File: src/rtl/seq_mult_display.sv
`default_nettype none
// ============================================================================
//  Module      : seq_mult_display
//  Description : WIDTH-bit unsigned shift-add multiplier with start/busy/done
//                handshake, driving a multiplexed active-low hex
//                seven-segment display of the last completed product.
//  Revision    : 1.0 - initial release
// ============================================================================
module seq_mult_display #(
    parameter int WIDTH       = 4,
    parameter int DIGITS      = 2,
    parameter int REFRESH_DIV = 25000
) (
    input  logic                 clk,
    input  logic                 rst,
    input  logic [WIDTH-1:0]     a,
    input  logic [WIDTH-1:0]     b,
    input  logic                 start,
    output logic                 busy,
    output logic                 done,
    output logic [2*WIDTH-1:0]   product,
    output logic [6:0]           segments,
    output logic [DIGITS-1:0]    anodes
);

    localparam int c_PW    = 2 * WIDTH;
    localparam int c_CNT_W = $clog2(WIDTH);
    localparam int c_REF_W = $clog2(REFRESH_DIV);
    localparam int c_DIG_W = (DIGITS > 1) ? $clog2(DIGITS) : 1;

    localparam logic [c_CNT_W-1:0] c_CNT_LAST = c_CNT_W'(WIDTH - 1);
    localparam logic [c_REF_W-1:0] c_REF_LAST = c_REF_W'(REFRESH_DIV - 1);
    localparam logic [c_DIG_W-1:0] c_DIG_LAST = c_DIG_W'(DIGITS - 1);

    localparam logic [0:0] S_IDLE = 1'b0;
    localparam logic [0:0] S_RUN  = 1'b1;

    logic [0:0]             r_state;
    logic [c_PW-1:0]        r_mcand;
    logic [WIDTH-1:0]       r_mplier;
    logic [c_PW-1:0]        r_acc;
    logic [c_CNT_W-1:0]     r_cnt;
    logic [c_PW-1:0]        r_product;
    logic                   r_done;
    logic [c_PW-1:0]        w_acc_next;

    logic [c_REF_W-1:0]     r_refresh;
    logic [c_DIG_W-1:0]     r_digit;
    logic [4*DIGITS-1:0]    w_padded;
    logic [3:0]             w_nibble;
    logic [DIGITS-1:0]      w_anodes;
    logic [6:0]             w_segments;

    // Accumulator value after this iteration's conditional add
    always_comb begin
        w_acc_next = r_acc + (r_mplier[0] ? r_mcand : {c_PW{1'b0}});
    end

    // Multiplier FSM: latch operands on start, one shift-add per RUN cycle
    always_ff @(posedge clk) begin
        if (rst) begin
            r_state   <= S_IDLE;
            r_mcand   <= '0;
            r_mplier  <= '0;
            r_acc     <= '0;
            r_cnt     <= '0;
            r_product <= '0;
            r_done    <= 1'b0;
        end else begin
            r_done <= 1'b0;
            case (r_state)
                S_IDLE: begin
                    if (start) begin
                        r_mcand  <= {{WIDTH{1'b0}}, a};
                        r_mplier <= b;
                        r_acc    <= '0;
                        r_cnt    <= '0;
                        r_state  <= S_RUN;
                    end
                end
                S_RUN: begin
                    r_mcand  <= r_mcand << 1;
                    r_mplier <= r_mplier >> 1;
                    r_acc    <= w_acc_next;
                    r_cnt    <= r_cnt + 1'b1;
                    // Final iteration: publish the result directly so the
                    // partial accumulator never reaches the product port
                    if (r_cnt == c_CNT_LAST) begin
                        r_product <= w_acc_next;
                        r_done    <= 1'b1;
                        r_state   <= S_IDLE;
                    end
                end
                default: r_state <= S_IDLE;
            endcase
        end
    end

    assign busy    = (r_state == S_RUN);
    assign done    = r_done;
    assign product = r_product;

    // Refresh timer and digit select; each digit dwells REFRESH_DIV cycles
    always_ff @(posedge clk) begin
        if (rst) begin
            r_refresh <= '0;
            r_digit   <= '0;
        end else if (r_refresh == c_REF_LAST) begin
            r_refresh <= '0;
            r_digit   <= (r_digit == c_DIG_LAST) ? '0 : r_digit + 1'b1;
        end else begin
            r_refresh <= r_refresh + 1'b1;
        end
    end

    // Zero-pad the product to a whole number of nibbles, pick the active one
    always_comb begin
        w_padded              = '0;
        w_padded[c_PW-1:0]    = r_product;
        w_nibble              = 4'h0;
        w_anodes              = '1;
        for (int i = 0; i < DIGITS; i++) begin
            if (r_digit == c_DIG_W'(i)) begin
                w_nibble    = w_padded[4*i +: 4];
                w_anodes[i] = 1'b0;
            end
        end
    end

    // Active-low hex glyph decode, bit order {g,f,e,d,c,b,a}
    always_comb begin
        case (w_nibble)
            4'h0:    w_segments = 7'b1000000;
            4'h1:    w_segments = 7'b1111001;
            4'h2:    w_segments = 7'b0100100;
            4'h3:    w_segments = 7'b0110000;
            4'h4:    w_segments = 7'b0011001;
            4'h5:    w_segments = 7'b0010010;
            4'h6:    w_segments = 7'b0000010;
            4'h7:    w_segments = 7'b1111000;
            4'h8:    w_segments = 7'b0000000;
            4'h9:    w_segments = 7'b0010000;
            4'hA:    w_segments = 7'b0001000;
            4'hB:    w_segments = 7'b0000011;
            4'hC:    w_segments = 7'b1000110;
            4'hD:    w_segments = 7'b0100001;
            4'hE:    w_segments = 7'b0000110;
            default: w_segments = 7'b0001110;
        endcase
    end

    assign anodes   = w_anodes;
    assign segments = w_segments;

endmodule
`default_nettype wire
File: config.mk
export PLATFORM = sky130hd
export DESIGN_NAME = seq_mult_display
export DESIGN_NICKNAME = d
export VERILOG_FILES = /design/src/rtl/seq_mult_display.sv
export SDC_FILE = /design/constraint.sdc
export NUM_CORES = 1
export LEC_CHECK = 0
export BUFFER_PORTS_ARGS = -buffer_cell sky130_fd_sc_hd__buf_2
export CAP_MARGIN = 0
export CELL_PAD_IN_SITES_DETAIL_PLACEMENT = 1
export CELL_PAD_IN_SITES_GLOBAL_PLACEMENT = 1
export CORE_ASPECT_RATIO = 1.25
export CORE_MARGIN = 5
export CORE_UTILIZATION = 35
export CTS_CLUSTER_SIZE = 20
export DETAILED_ROUTE_END_ITERATION = 7
export PLACE_DENSITY_LB_ADDON = 0.12
export SLEW_MARGIN = 0
export SYNTH_ARGS = -nofsm -noshare
export SYNTH_HDL_FRONTEND = slang
export SYNTH_SLANG_ARGS = --single-unit
export TNS_END_PERCENT = 100
File: constraint.sdc
create_clock -name clk -period 1.7 [get_ports clk]
set_input_delay 0.085 -clock clk [delete_from_list [all_inputs] [get_ports clk]]
set_output_delay 0.085 -clock clk [all_outputs]
set_load 0.01 [all_outputs]
==> impl_metrics.json <==
{
  "place_congestion": 0.8009,
  "grt_max_degree": 25,
  "power_frac_comb_pct": 7.2,
  "nets": 395,
  "worst-path-max-fanout": 6,
  "cts.clk_slew.worst_paths_ps": 90,
  "dp.cells": 442,
  "syn_area_um2": 2547,
  "arrival_ps": 2070,
  "drt-wirelength-per-cell_um": 15.33,
  "end_kind": "register",
  "cts_tree": "built",
  "die_x_um": 86.31,
  "intPower_mw": 1.810,
  "vias_per_cell": 5.087,
  "status": "finished, violations left",
  "start_kind": "register",
  "ir_drop_uv": 527.3,
  "power.leakage_nw": 1.478,
  "numPortBuffers": 29,
  "final_area_um2": 3566,
  "ys_seq_area_share_pct": 37.72,
  "setup_ws_ps": -174.4,
  "antenna_found_initial": 0,
  "hp-class": "in -> reg",
  "cts_buffers": 5,
  "synthesis.nets": 335,
  "dieHeight_um": 105.4,
  "drtPass1Iterations": 4,
  "initial_core_util_pct": 36.29,
  "wirelength_um": 7038,
  "powerDensity_nw_per_um2": 653.8,
  "synth.distinct_cells": 42,
  "max_slew_margin_pct": 74.68,
  "synthDominantCellAreaShare_pct": 37.72,
  "synthCells": 308,
  "ys_seq_elements": 48,
  "seq_power_share_pct": 49.9,
  "crit_type": "reg -> reg",
  "cp_data_required_time_ps": 1890,
  "cts_buffer_depth": 2,
  "power_mw": 2.331,
  "worst_path_max_delay_cell": "dfxtp_4",
  "crit_path_frequent_cell": "o21ai_1",
  "yosysMostFrequentCell": "nor2_1",
  "ys_top_cells_by_area": "dfxtp_1, nor2_1, ha_1",
  "vias": 2335,
  "postPlaceCellArea_um2": 2999,
  "ys.flop_type": "dfxtp_1",
  "coreArea_um2": 7019,
  "num_rows": 34,
  "synth_edf_count": 0,
  "path_buf_inv": 0,
  "slew_violations": 0,
  "max_freq_mhz": 533.5,
  "clockPowerShare_pct": 42.9,
  "cp_top_family": "compound AO/OA/AOI/OAI gates",
  "cts_max_level": 2,
  "grt_pass1_vias": 2360,
  "avgSynthCellArea_um2": 8.271,
  "grt_pass1_wl_um": 11460,
  "period_needed_ps": 1874,
  "ios": 30,
  "rsz0062_at_grt": "true",
  "ant_nets": 0,
  "overflow": 0,
  "violations": "setup timing",
  "min_period_over_period_pct": 110.3,
  "hold_viol_final": 0,
  "whs_ps": 72.47,
  "cp_slowest_stage_delay_ps": 370,
  "worst_clock_skew_ps": 6.452,
  "setup_viol": 15,
  "root_buffer": "clkbuf_8",
  "worst-slew-pin-transition_ps": 378.6,
  "async_flop_share_pct": 0,
  "ys_warn_count": 0,
  "drtIter0Drc": 71,
  "post-route-util_pct": 50.80,
  "dp_hpwl_um": 4861,
  "switching_share_pct": 22.35,
  "routed.top_layer": "met4",
  "drc_errors": 0,
  "synth_area_leader_cell": "dfxtp_1",
  "pre_cts_ws_ps": -163.9,
  "wl_met2_um": 3617,
  "antenna_cells": 0,
  "switchingPower_uw": 521.0,
  "clock_latency_ps": 300,
  "tns_ps": -1251,
  "fin_cells": 459,
  "route.met3.wl_um": 200,
  "synth_common_cells": "nor2_1, dfxtp_1, nand2_1, a21oi_1, ha_1",
  "cts.sinks": 48,
  "drive_gt1_share_pct": 36.04,
  "area_delta_synth_final_pct": 39.98,
  "track_usage_pct": 15.59,
  "cp_cell_sequence": "and2_4 > ha_4 > fa_2 > a21o_1 > a21boi_2 > o21ai_1 > xnor2_1 > o21ai_1",
  "fillers": 827,
  "die-area_um2": 9095,
  "max-cap-violations": 0,
  "wl_met1_um": 3105
}
registers in the layout (all words and copies together), names as in the netlist:
| signal | cells |
|---|---|
| r_mcand | 8 |
| product | 8 |
| r_mplier | 4 |
| r_refresh | 15 |
| r_acc | 8 |
| r_digit | 1 |
| r_cnt | 2 |
| done | 1 |
| busy | 1 |
routing by layer:
layer | up-vias | GRT usage, %
met4 | 0 | 5.791
met1 | 1116 | 19.11
met5 | - | 0
li1 | 1174 | -
met3 | 11 | 2.732
met2 | 34 | 26.96
layout by cell type, fill, tap and decap left out, drive strengths merged:
master and count:
a21boi 1, mux2i 13, o211ai 1, or4 1, ha 15, dfxtp 48, and3 11, bufinv 2
and4 1, o311ai 1, nor3 6, nand4 1, xnor2 11, and2 9, a211oi 5, nand2b 2
mux2 2, o21ai 7, nor4 2, nand3 9, nor2b 1, xor2 10, a32o 3, a311o 1
fa 1, a21oi 23, nor4b 3, or3b 1, a22oi 1, o21bai 1, a22o 1, o22ai 1
buf 67, inv 10, clkbuf 5, a31oi 4, nor3b 1, nor2 55, nand2 29, a21o 3
worst register-to-register path, stage by stage (launching register included):
cell and delay, ps:
dfxtp_4 370, and2_4 150, ha_4 170, fa_2 350, a21o_1 210, a21boi_2 170
o21ai_1 100, xnor2_1 150, o21ai_1 90
final timing paths:
| check | slack (ps) | cells after the start | endpoint | startpoint |
|---|---|---|---|---|
| setup / recovery | -170 | 8 | r_acc[6] | r_mplier[0] |
| setup reg to reg | -170 | 8 | r_acc[6] | r_mplier[0] |
| hold / removal | 70 | 3 | r_mcand[0] | a[0] |
| hold reg to reg | 450 | 1 | r_refresh[0] | r_refresh[0] |
timing repair:
action | 4_1_cts | 5_1_grt
pin swaps | 31 | 24
hold buffers | 0 | 0
buffers inserted | 7 | 3
hold endpoints to repair | 0 | 0
gates resized for setup | 51 | 32
setup endpoints to repair | 16 | 33
cloned | 0 | 0
kinds of logic after synthesis:
kind of cell | Yosys count | share of synthesized area [%]
muxes | 15 | 5.992
buffers and inverters | 23 | 3.782
DFF | 48 | 37.72
xor gates and xnor gates | 21 | 7.220
AOI/OAI and AO/OA | 53 | 12.92
adders and majority gates | 16 | 8.153
and+or+nand+nor | 132 | 24.21
cell type report:
cell class	instances	area, µm²	share of cell area, %
clock buffer	5	68.82	1.930
timing repair buffer	67	485.5	13.61
sequential	48	972.2	27.26
inverter	9	36.28	1.018
tap	90	112.6	3.158
clock inverter	3	68.82	1.930
multi-input combinational	237	1822	51.09
power groups by stage:
| stage | combinational, mW | sequential, mW | clock (mW) |
|---|---|---|---|
| finish | 0.167 | 1.16 | 1.00 |
| global route | 0.186 | 1.17 | 1.08 |
| CTS | 0.162 | 1.16 | 1.04 |
| detailed placement | 0.157 | 1.19 | 0 |
| global placement | 0.155 | 1.19 | 0 |
| floorplan | 0.0948 | 1.19 | 0 |
Note: power is estimated with default switching activity, not from simulation.
